### config.mk
export PLATFORM = sky130hd
export DESIGN_NAME = bft_tx_arbiter
export DESIGN_NICKNAME = d
export VERILOG_FILES = /design/src/rtl/bft_tx_arbiter_pkg.sv /design/src/rtl/bft_tx_arbiter_rr_pick.sv /design/src/rtl/bft_tx_arbiter.sv
export SDC_FILE = /design/constraint.sdc
export NUM_CORES = 1
export LEC_CHECK = 0
export BUFFER_PORTS_ARGS = -buffer_cell sky130_fd_sc_hd__buf_2
export CORE_MARGIN = 4
export CORE_UTILIZATION = 37
export DETAILED_ROUTE_END_ITERATION = 8
export PLACE_DENSITY = 0.84
export SLEW_MARGIN = 20
export SYNTH_ARGS = -nofsm -noshare
export SYNTH_HDL_FRONTEND = slang
export SYNTH_HIERARCHICAL = 1
export SYNTH_SLANG_ARGS = --single-unit
### constraint.sdc
create_clock -name clk -period 2.2 [get_ports clk]
set_clock_uncertainty 0.2 [all_clocks]
set_input_delay 0.33 -clock clk [delete_from_list [all_inputs] [get_ports clk]]
set_output_delay 0.33 -clock clk [all_outputs]
set_load 0.005 [all_outputs]
### src/rtl/bft_tx_arbiter_pkg.sv
// Shared types and defaults for the BFT upstream-port arbiter.
// Packet layout: bit PACKET_BITS-1 is the valid flag; the lower bits are payload.
package bft_tx_arbiter_pkg;

  localparam int PACKET_BITS_DEF = 49;
  localparam int NUM_SRC_DEF     = 4;
  localparam int BURST_LEN_DEF   = 4;

  typedef enum logic [0:0] {
    ST_IDLE  = 1'b0,
    ST_BURST = 1'b1
  } arb_state_e;

  function automatic int width_of(input int n);
    return (n > 1) ? $clog2(n) : 1;
  endfunction

endpackage

### src/rtl/bft_tx_arbiter_rr_pick.sv
// Combinational round-robin picker: first requester after rr_last, wrapping.
module bft_tx_arbiter_rr_pick
  import bft_tx_arbiter_pkg::*;
#(
  parameter int NUM_SRC = NUM_SRC_DEF,
  parameter int IDX_W   = width_of(NUM_SRC)
) (
  input  logic [NUM_SRC-1:0] req,
  input  logic [IDX_W-1:0]   rr_last,
  output logic [NUM_SRC-1:0] gnt,
  output logic [IDX_W-1:0]   idx,
  output logic               any
);

  // Scan indices above rr_last first, then wrap to the ones at or below it.
  always_comb begin
    gnt = '0;
    idx = '0;
    any = 1'b0;
    for (int i = 0; i < NUM_SRC; i++) begin
      if (!any && req[i] && (IDX_W'(i) > rr_last)) begin
        any    = 1'b1;
        gnt[i] = 1'b1;
        idx    = IDX_W'(i);
      end else begin
      end
    end
    for (int i = 0; i < NUM_SRC; i++) begin
      if (!any && req[i] && (IDX_W'(i) <= rr_last)) begin
        any    = 1'b1;
        gnt[i] = 1'b1;
        idx    = IDX_W'(i);
      end else begin
      end
    end
  end

endmodule

### src/rtl/bft_tx_arbiter.sv
// Shares one BFT upstream port among NUM_SRC producers: round-robin grant,
// bounded bursts, one registered packet slot that holds while the BFT asserts resend.
module bft_tx_arbiter
  import bft_tx_arbiter_pkg::*;
#(
  parameter int PACKET_BITS = PACKET_BITS_DEF,
  parameter int NUM_SRC     = NUM_SRC_DEF,
  parameter int BURST_LEN   = BURST_LEN_DEF
) (
  input  logic                           clk,
  input  logic                           reset,
  input  logic [PACKET_BITS*NUM_SRC-1:0] din_src_pkt,
  input  logic [NUM_SRC-1:0]             vld_src2arb,
  output logic [NUM_SRC-1:0]             ack_arb2src,
  output logic [PACKET_BITS-1:0]         dout_leaf_interface2bft,
  input  logic                           resend,
  output logic [width_of(NUM_SRC)-1:0]   grant_id
);

  localparam int IDX_W   = width_of(NUM_SRC);
  localparam int CNT_W   = $clog2(BURST_LEN + 1);
  localparam int VLD_BIT = PACKET_BITS - 1;

  arb_state_e               state_r, state_n;
  logic [IDX_W-1:0]         owner_r, owner_n;
  logic [IDX_W-1:0]         rr_last_r, rr_last_n;
  logic [IDX_W-1:0]         grant_r, grant_n;
  logic [CNT_W-1:0]         beat_r, beat_n;
  logic [PACKET_BITS-1:0]   dout_r, dout_n;

  logic                     slot_free_s;
  logic [NUM_SRC-1:0]       ack_s;
  logic [NUM_SRC-1:0]       owner_oh_s;
  logic                     owner_vld_s;
  logic [NUM_SRC-1:0]       pick_gnt_s;
  logic [IDX_W-1:0]         pick_idx_s;
  logic                     pick_any_s;
  logic [PACKET_BITS-1:0]   pkt_sel_s;

  // resend only matters while the slot actually holds a packet
  assign slot_free_s = !dout_r[VLD_BIT] || !resend;

  bft_tx_arbiter_rr_pick #(
    .NUM_SRC (NUM_SRC),
    .IDX_W   (IDX_W)
  ) u_rr_pick (
    .req     (vld_src2arb),
    .rr_last (rr_last_r),
    .gnt     (pick_gnt_s),
    .idx     (pick_idx_s),
    .any     (pick_any_s)
  );

  // Decode the burst owner into a one-hot vector and test its request.
  always_comb begin
    owner_oh_s = '0;
    for (int i = 0; i < NUM_SRC; i++) begin
      owner_oh_s[i] = (owner_r == IDX_W'(i));
    end
    owner_vld_s = |(vld_src2arb & owner_oh_s);
  end

  // Next-state, ack and burst bookkeeping.
  always_comb begin
    state_n   = state_r;
    owner_n   = owner_r;
    rr_last_n = rr_last_r;
    grant_n   = grant_r;
    beat_n    = beat_r;
    ack_s     = '0;
    case (state_r)
      ST_IDLE: begin
        if (slot_free_s && pick_any_s) begin
          ack_s   = pick_gnt_s;
          owner_n = pick_idx_s;
          grant_n = pick_idx_s;
          beat_n  = CNT_W'(1);
          if (BURST_LEN == 1) begin
            rr_last_n = pick_idx_s;
            state_n   = ST_IDLE;
          end else begin
            state_n = ST_BURST;
          end
        end else begin
        end
      end
      ST_BURST: begin
        if (!slot_free_s) begin
        end else if (owner_vld_s) begin
          ack_s  = owner_oh_s;
          beat_n = beat_r + CNT_W'(1);
          if ((beat_r + CNT_W'(1)) == CNT_W'(BURST_LEN)) begin
            state_n   = ST_IDLE;
            rr_last_n = owner_r;
          end else begin
          end
        end else begin
          // owner went quiet: release the grant, leaving one empty cycle on dout
          state_n   = ST_IDLE;
          rr_last_n = owner_r;
        end
      end
      default: begin
        state_n = ST_IDLE;
      end
    endcase
  end

  // Select the acked packet and compute the next output slot contents.
  always_comb begin
    pkt_sel_s = '0;
    for (int i = 0; i < NUM_SRC; i++) begin
      if (ack_s[i]) begin
        pkt_sel_s = din_src_pkt[i*PACKET_BITS +: PACKET_BITS];
      end else begin
      end
    end
    if (|ack_s) begin
      dout_n          = pkt_sel_s;
      dout_n[VLD_BIT] = 1'b1;
    end else if (slot_free_s) begin
      dout_n = '0;
    end else begin
      dout_n = dout_r;
    end
  end

  // State and output registers.
  always_ff @(posedge clk) begin
    if (reset) begin
      state_r   <= ST_IDLE;
      owner_r   <= '0;
      rr_last_r <= IDX_W'(NUM_SRC - 1);
      grant_r   <= '0;
      beat_r    <= '0;
      dout_r    <= '0;
    end else begin
      state_r   <= state_n;
      owner_r   <= owner_n;
      rr_last_r <= rr_last_n;
      grant_r   <= grant_n;
      beat_r    <= beat_n;
      dout_r    <= dout_n;
    end
  end

  // No packet is taken while reset is asserted, so no ack may be shown either.
  assign ack_arb2src             = reset ? '0 : ack_s;
  assign dout_leaf_interface2bft = dout_r;
  assign grant_id                = grant_r;

endmodule

==> results_tabular.tex, run 1 <==
\begin{tabular}{lr}
\hline
Metric & Value \\
\hline
\multicolumn{2}{l}{\textbf{Pwr}} \\
\quad Switching portion of total power & 37.1\% \\
\quad Internal & 2.66 mW \\
\quad Total leakage power & 2.84 nW \\
\quad Sequential Power Share & 30.1\% \\
\quad Max VDD drop & 0.000347 V \\
\quad Overall Power & 4.22 mW \\
\quad Net switching power & 1.57 mW \\
\quad Share of total power in the clock network & 21.7\% \\
\quad Total power density per cell area & 642 mW/mm\^{}2 \\
\quad Combinational share of power & 48.2\% \\
\multicolumn{2}{l}{\textbf{Worst setup path}} \\
\quad Endpoint class of the critical path & flip-flop \\
\quad Critical register-to-register path startpoint & rr\_last\_r[1]\$\_SDFFE\_PP1P\_ \\
\quad Highest fanout seen on the critical path & 7 \\
\quad Reg2Reg Depth & 9 \\
\quad Crit path arrival time & 2.43 ns \\
\quad Source of the critical timing path & rr\_last\_r[1]\$\_SDFFE\_PP1P\_ \\
\quad Worst Setup Start Kind & flip-flop \\
\quad Endpoint of the worst-slack reg-to-reg timing path & dout\_leaf\_interface2bft[29]\$\_SDFFE\_PP0P\_ \\
\quad Critical Path Sink & dout\_leaf\_interface2bft[29]\$\_SDFFE\_PP0P\_ \\
\quad Worst EP required & 2.24 ns \\
\quad Setup Crit Path Kind & flip-flop to flip-flop \\
\quad R2R setup slack & -0.20 ns \\
\multicolumn{2}{l}{\textbf{CTS}} \\
\quad Clock root buffer & sky130\_fd\_sc\_hd\_\_clkbuf\_8 \\
\quad TritonCTS Sinks & 57 \\
\quad Cts bufs inserted & 9 \\
\quad Clock-pin transition on the worst setup and hold timing paths & 0.07 ns \\
\quad Total number of H-tree levels & 3 \\
\quad CTS tree & done \\
\quad Clk\_lat worst skew & 0.32 ns \\
\quad Maximum root-to-sink buffer count & 2 \\
\multicolumn{2}{l}{\textbf{Die}} \\
\quad DIE HEIGHT & 105 um \\
\quad Initial Util & 37.9\% \\
\quad I/O Pins & 258 \\
\quad Core region area & 0.00920 mm\^{}2 \\
\quad Number of rows created at floorplan & 35 \\
\quad Width of the chip & 105 um \\
\quad Die Outline Area & 0.0110 mm\^{}2 \\
\multicolumn{2}{l}{\textbf{STA}} \\
\quad Final critical path time including I/O delays and setup & 2.40 ns \\
\quad Setup repair after global routing missed its margin & true \\
\quad Slew at the pin with the worst max-slew slack & 0.637 ns \\
\quad Fin crit share & 109\% \\
\quad Hold Vio Cnt, Final & 0 \\
\quad Worst relative slew slack & 57.5\% \\
\quad Peak Freq & 417 MHz \\
\quad PnR worst setup slack & -0.196 ns \\
\quad Final setup fails & 51 \\
\quad Final count of pins violating max slew & 0 \\
\multicolumn{2}{l}{\textbf{Status}} \\
\quad Violations in the final reports & setup timing \\
\quad Status & finished, violations left \\
\multicolumn{2}{l}{\textbf{Global routing}} \\
\quad First-pass GRT wire length & 21500 um \\
\quad Vias in the first global route & 4416 \\
\quad Overall routing resource usage & 23.9\% \\
\quad Largest net degree at the start of global routing & 49 \\
\quad Final global-route overflow total & 0 \\
\quad Number of antenna violations at the first check in global routing & 0 \\
\multicolumn{2}{l}{\textbf{Finish}} \\
\quad Sequential cell area & 0.00115 mm\^{}2 \\
\quad Layout area overhead & 88.4\% \\
\quad Diodes inserted & 0 \\
\quad Multi-input gate area & 0.00306 mm\^{}2 \\
\quad Share of final-layout standard cells stronger than drive strength 1 & 69.2\% \\
\quad Finished Layout Cells & 770 \\
\quad Number of nets in the layout & 860 \\
\quad Count of fill cells added during filler insertion & 642 \\
\multicolumn{2}{l}{\textbf{Logic synthesis}} \\
\quad Most numerous cell in the Yosys netlist & sky130\_fd\_sc\_hd\_\_nor2\_1 \\
\quad Most numerous cell types in the synthesized netlist & sky130\_fd\_sc\_hd\_\_nor2\_1, sky130\_fd\_sc\_hd\_\_dfxtp\_1, sky130\_fd\_sc\_hd\_\_a22oi\_1 \\
\quad Post-synthesis sequential area ratio & 32.7\% \\
\quad Post-synth net total & 581 \\
\quad Count of yosys warnings during synthesis & 6 \\
\quad Share of the synthesized area in the top cell type & 32.7\% \\
\quad Register bit count reported by yosys & 57 \\
\quad Post-synth cell types & 48 \\
\quad Cells after synthesis & 376 \\
\quad Count of flip-flops with a built-in enable after synthesis & 0 \\
\quad Largest cells by area after synthesis & sky130\_fd\_sc\_hd\_\_dfxtp\_1, sky130\_fd\_sc\_hd\_\_a22oi\_1, sky130\_fd\_sc\_hd\_\_a221oi\_2 \\
\quad Post-Synthesis Cell Area & 0.00349 mm\^{}2 \\
\quad Primary FF master, synth & sky130\_fd\_sc\_hd\_\_dfxtp\_1 \\
\quad Mean instance size in the synthesized netlist & 9.28 um\^{}2 \\
\quad Cell taking the most area after synthesis & sky130\_fd\_sc\_hd\_\_dfxtp\_1 \\
\quad FFs w/ async S/R, synth & 0\% \\
\multicolumn{2}{l}{\textbf{Placement}} \\
\quad Count of port buffers added during placement & 253 \\
\quad Global placement routability congestion & 0.914 \\
\quad Placement-stage worst setup slack & -0.126 ns \\
\quad Instance count after placement with tap cells included & 727 \\
\quad Half-perimeter wire length of the detailed placement result & 9880 um \\
\multicolumn{2}{l}{\textbf{Detailed routing}} \\
\quad Vias per inst & 5.92 \\
\quad Routed wire length & 16500 um \\
\quad Average wire per standard cell & 21.4 um \\
\quad Antenna-violating nets left & 0 \\
\quad Router iterations before antenna repair & 5 \\
\quad Via Count & 4562 \\
\quad Initial drt markers & 292 \\
\quad DRC violations left & 0 \\
\multicolumn{2}{l}{\textbf{Run}} \\
\quad Count of max-cap constraint violations & 0 \\
\multicolumn{2}{l}{\textbf{Worst hold path}} \\
\quad Hold WC Path Type & primary input to flip-flop \\
\hline
\end{tabular}
## per-layer routing
metal | GRT usage, % | up-vias | part of all wire [%]
met3 | 5.50 | 33 | 8.2
li1 | - | 2082 | -
met1 | 26.8 | 2160 | 35
met5 | 0 | - | 0
met4 | 8.34 | 0 | 2.5
met2 | 43.9 | 287 | 54
## area by class of cell
type / instances / area share (%)
well taps: 111 / 2.11
multi-input cells: 273 / 46.6
repair buffers: 311 / 30.9
flip-flops and latches: 57 / 17.5
clock inverters: 3 / 0.228
clock buffers: 12 / 2.51
inverters: 3 / 0.171
## what timing repair did
item                       in CTS  in global routing
hold buffers                    0                  0
gates resized for setup        44                111
setup endpoints to repair      52                 52
setup buffers                  12                  9
pin swaps                      17                 45
cloned                          3                  6
## registers in the layout, summed over array words and instances, names as in the netlist
register and count:
beat_r 3, rr_last_r 2, state_r 1, grant_id 2
dout_leaf_interface2bft 49
## cells in the final DEF (no fill, tap or decap), drive strengths merged, types with 2 or more instances in the layout
| cell type | instances |
|---|---|
| a211o | 2 |
| a211oi | 3 |
| a21oi | 8 |
| a221oi | 48 |
| a22oi | 49 |
| a32o | 3 |
| and2 | 2 |
| and3b | 2 |
| buf | 305 |
| clkbuf | 17 |
| clkinv | 3 |
| dfxtp | 57 |
| ha | 2 |
| inv | 3 |
| mux2i | 2 |
| nand2 | 5 |
| nand2b | 2 |
| nor2 | 60 |
| nor2b | 9 |
| nor3 | 2 |
| o21ai | 6 |
| o21bai | 2 |
| o31ai | 48 |
## logic make-up (layout without fill, tap and decap cells)
| logic type | Yosys count | in the layout | synth area share, % |
|---|---|---|---|
| mux | 3 | 3 | 1.22 |
| compound gates | 181 | 181 | 47.0 |
| simple gates | 87 | 87 | 11.4 |
| flops | 57 | 57 | 32.7 |
| buf+inv | 46 | 329 | 6.96 |
| fa+ha+maj | 2 | 2 | 0.717 |
## worst max-delay path, stage by stage, from the launching register on
cell	delay, ns
sky130_fd_sc_hd__dfxtp_4	0.36
sky130_fd_sc_hd__buf_6	0.12
sky130_fd_sc_hd__a21oi_1	0.12
sky130_fd_sc_hd__o211a_1	0.24
sky130_fd_sc_hd__a32oi_4	0.08
sky130_fd_sc_hd__buf_6	0.15
sky130_fd_sc_hd__a311o_2	0.51
sky130_fd_sc_hd__buf_4	0.19
sky130_fd_sc_hd__clkbuf_16	0.16
sky130_fd_sc_hd__o31ai_4	0.18
## how the worst min path moves through the flow
stage	slack, ns	endpoint	from	depth (start not counted)
floorplan	0.22	rr_last_r[1]$_SDFFE_PP1P_	reset	1
global placement	0.26	dout_leaf_interface2bft[8]$_SDFFE_PP0P_	dout_leaf_interface2bft[8]$_SDFFE_PP0P_	2
detailed placement	0.26	dout_leaf_interface2bft[47]$_SDFFE_PP0P_	dout_leaf_interface2bft[47]$_SDFFE_PP0P_	2
CTS	0.02	dout_leaf_interface2bft[20]$_SDFFE_PP0P_	din_src_pkt[167]	3
global route	0.03	dout_leaf_interface2bft[14]$_SDFFE_PP0P_	din_src_pkt[161]	3
finish	0.04	dout_leaf_interface2bft[14]$_SDFFE_PP0P_	din_src_pkt[161]	3
## power by group through the flow
stage | clock network, mW | registers (mW) | logic (mW)
after floorplan | 0 | 1.27 | 0.748
after global placement | 0 | 1.27 | 1.27
after detailed placement | 0 | 1.28 | 1.30
after CTS | 0.922 | 1.26 | 1.51
after global routing | 0.977 | 1.28 | 2.15
final | 0.917 | 1.27 | 2.04
## metrics by stage
stage	instance area [um^2]	setup TNS, ns	utilization [%]	hold slack, ns
2_1_floorplan	3510	0	-	0.224
3_3_place_gp	5060	-2.02	55.0	0.255
3_5_place_dp	5060	-3.95	55.0	0.263
4_1_cts	5620	-4.46	61.2	0.0152
5_1_grt	6570	-12.24	71.5	0.0273
6_report	6570	-5.82	71.5	0.0379
(Power assumes the default switching activity.)
==> inputs of run 2 (changes only) <==
- GPL_TIMING_DRIVEN: unset -> 0
==> results_tabular.tex, run 2 (same netlist as run 1, synthesis figures left out) <==
\begin{tabular}{lr}
\hline
Metric & Value \\
\hline
\multicolumn{2}{l}{\textbf{Placement}} \\
\quad Half-perimeter wire length of the detailed placement result & 11400 um (+15\%) \\
\quad Global placement routability congestion & 0.913 (-0.14\%) \\
\quad Instance count after placement with tap cells included & 740 (+1.8\%) \\
\quad Count of port buffers added during placement & 253 (unchanged) \\
\multicolumn{2}{l}{\textbf{Status}} \\
\quad Violations in the final reports & setup timing \\
\quad Status & finished, violations left \\
\multicolumn{2}{l}{\textbf{Worst setup path}} \\
\quad Setup Crit Path Kind & flip-flop to output pin \\
\quad Highest fanout seen on the critical path & 7 (unchanged) \\
\quad Endpoint class of the critical path & output pin \\
\quad Worst Setup Start Kind & flip-flop \\
\quad Crit path arrival time & 1.89 ns (-0.54 ns) \\
\quad Worst EP required & 1.67 ns (-0.57 ns) \\
\multicolumn{2}{l}{\textbf{CTS}} \\
\quad Total number of H-tree levels & 3 (unchanged) \\
\quad Cts bufs inserted & 9 (unchanged) \\
\quad CTS tree & done \\
\quad Hold\_buf cts & 0 (unchanged) \\
\quad TritonCTS Sinks & 57 (unchanged) \\
\quad Maximum root-to-sink buffer count & 2 (unchanged) \\
\quad Clock-pin transition on the worst setup and hold timing paths & 0.07 ns (about the same) \\
\quad Clock root buffer & sky130\_fd\_sc\_hd\_\_clkbuf\_8 \\
\quad Clk\_lat worst skew & 0.33 ns (about the same) \\
\multicolumn{2}{l}{\textbf{Die}} \\
\quad Die Outline Area & 0.0110 mm\^{}2 (unchanged) \\
\quad I/O Pins & 258 (unchanged) \\
\quad DIE HEIGHT & 105 um (unchanged) \\
\quad Width of the chip & 105 um (unchanged) \\
\quad Number of rows created at floorplan & 35 (unchanged) \\
\quad Initial Util & 37.9\% (unchanged) \\
\quad Core region area & 0.00920 mm\^{}2 (unchanged) \\
\multicolumn{2}{l}{\textbf{STA}} \\
\quad Fin crit share & 110\% (+1.3 points) \\
\quad Slew at the pin with the worst max-slew slack & 0.550 ns (-0.0869 ns) \\
\quad Final hold slack & 0.0332 ns (-0.00474 ns) \\
\quad Hold Vio Cnt, Final & 0 (unchanged) \\
\quad Worst relative slew slack & 63.3\% (+5.9 points) \\
\quad Aggregate negative setup slack & -6.80 ns (-0.981 ns) \\
\quad Final critical path time including I/O delays and setup & 2.42 ns (+0.0276 ns) \\
\quad Peak Freq & 413 MHz (-1.1\%) \\
\quad PnR worst setup slack & -0.224 ns (-0.0276 ns) \\
\quad Final count of pins violating max slew & 0 (unchanged) \\
\quad Final setup fails & 51 (unchanged) \\
\quad Setup repair after global routing missed its margin & true \\
\multicolumn{2}{l}{\textbf{Detailed routing}} \\
\quad Router iterations before antenna repair & 5 (unchanged) \\
\quad Initial drt markers & 229 (-22\%) \\
\quad Via Count & 4728 (+3.6\%) \\
\quad Routed wire length & 17500 um (+6.2\%) \\
\quad DRC violations left & 0 (unchanged) \\
\quad Average wire per standard cell & 22.1 um (+3.3\%) \\
\quad Antenna-violating nets left & 0 (unchanged) \\
\quad Vias per inst & 5.97 (+0.76\%) \\
\multicolumn{2}{l}{\textbf{Finish}} \\
\quad Diodes inserted & 0 (unchanged) \\
\quad Commonest cells after routing, fill and taps aside & sky130\_fd\_sc\_hd\_\_buf\_2, sky130\_fd\_sc\_hd\_\_nor2\_1, sky130\_fd\_sc\_hd\_\_dfxtp\_1 \\
\quad Layout area overhead & 85.8\% \\
\quad Finished Layout Cells & 792 (+2.9\%) \\
\quad Max FFs per register & 49 (unchanged) \\
\quad Most common library cell in the layout ignoring fill and taps & sky130\_fd\_sc\_hd\_\_buf\_2 \\
\quad Count of fill cells added during filler insertion & 679 (+5.8\%) \\
\quad Share of final-layout standard cells stronger than drive strength 1 & 66.1\% (-3.1 points) \\
\quad Number of nets in the layout & 881 (+2.4\%) \\
\multicolumn{2}{l}{\textbf{Global routing}} \\
\quad Final global-route overflow total & 0 (unchanged) \\
\quad Overall routing resource usage & 28.6\% (+4.8 points) \\
\quad Number of antenna violations at the first check in global routing & 0 (unchanged) \\
\quad First-pass GRT wire length & 25000 um (+16\%) \\
\quad Largest net degree at the start of global routing & 11 (-78\%) \\
\quad Vias in the first global route & 4855 (+9.9\%) \\
\multicolumn{2}{l}{\textbf{Pwr}} \\
\quad Overall Power & 4.28 mW (+1.5\%) \\
\quad Max VDD drop & 0.000316 V (-8.8\%) \\
\quad Total leakage power & 2.87 nW (+1.0\%) \\
\quad Total power density per cell area & 661 mW/mm\^{}2 (+2.9\%) \\
\multicolumn{2}{l}{\textbf{Run}} \\
\quad Count of max-cap constraint violations & 0 (unchanged) \\
\multicolumn{2}{l}{\textbf{Worst hold path}} \\
\quad Hold WC Path Type & primary input to flip-flop \\
\hline
\end{tabular}
## run 2: metal layers
metal  share of wire (%)  GRT usage, %  vias to the layer above  wire length, um
li1                    -             -                     2126                -
met1                  36          31.2                     2265             6340
met2                  53          51.7                      291             9260
met3                 7.9          6.11                       46             1380
met4                 3.1          14.8                        0              538
met5                   0             0                        -                0
## run 2: path summary, 6_finish.rpt
path         depth (start not counted)                                        to  slack, ns                                      from
min                                  3  dout_leaf_interface2bft[10]$_SDFFE_PP0P_       0.03                          din_src_pkt[157]
max reg2reg                          9   dout_leaf_interface2bft[0]$_SDFFE_PP0P_      -0.19                 rr_last_r[1]$_SDFFE_PP1P_
min reg2reg                          2  dout_leaf_interface2bft[22]$_SDFFE_PP0P_       0.28  dout_leaf_interface2bft[22]$_SDFFE_PP0P_
max                                  9                            ack_arb2src[1]      -0.22                 rr_last_r[1]$_SDFFE_PP1P_
## run 2: repair_timing
| action | in CTS | in global routing |
|---|---|---|
| hold endpoints to repair | 0 | 0 |
| pin swaps | 37 | 25 |
| gates resized for setup | 125 | 87 |
| setup endpoints to repair | 53 | 53 |
| setup buffers | 32 | 6 |
| cloned | 4 | 0 |
## run 2: layout make-up
class / instances / area [um^2] / share of cell area (%)
Multi-Input combinational cell: 273 / 2910 / 44.8
Timing Repair Buffer: 293 / 1690 / 26.0
Sequential cell: 57 / 1150 / 17.8
Buffer: 39 / 415 / 6.41
Clock buffer: 13 / 159 / 2.45
Tap cell: 111 / 139 / 2.14
Clock inverter: 3 / 15.0 / 0.232
Inverter: 3 / 11.3 / 0.174
## run 2: report_power, final
group	internal (mW)	switching, mW
clock	0.466	0.426
sequential	1.17	0.0918
combinational	1.08	1.06
total	2.71	1.57
## run 2: per-stage QoR
step	instance area (um^2)	worst slack (ns)	utilization, %
global route	6480	-0.290	70.5
finish	6480	-0.224	70.5
floorplan	3510	0.00360	-
CTS	6020	-0.219	65.4
detailed placement	4910	-0.812	53.4
global placement	4910	-0.801	53.4
## run 2: worst max-delay path, stage by stage (launching register included)
cell,delay (ns)
sky130_fd_sc_hd__dfxtp_4,0.36
sky130_fd_sc_hd__buf_6,0.13
sky130_fd_sc_hd__a2bb2oi_2,0.11
sky130_fd_sc_hd__o22ai_1,0.08
sky130_fd_sc_hd__and2_4,0.15
sky130_fd_sc_hd__a32o_2,0.25
sky130_fd_sc_hd__buf_12,0.14
sky130_fd_sc_hd__buf_12,0.11
sky130_fd_sc_hd__nor2b_4,0.11
sky130_fd_sc_hd__buf_2,0.12
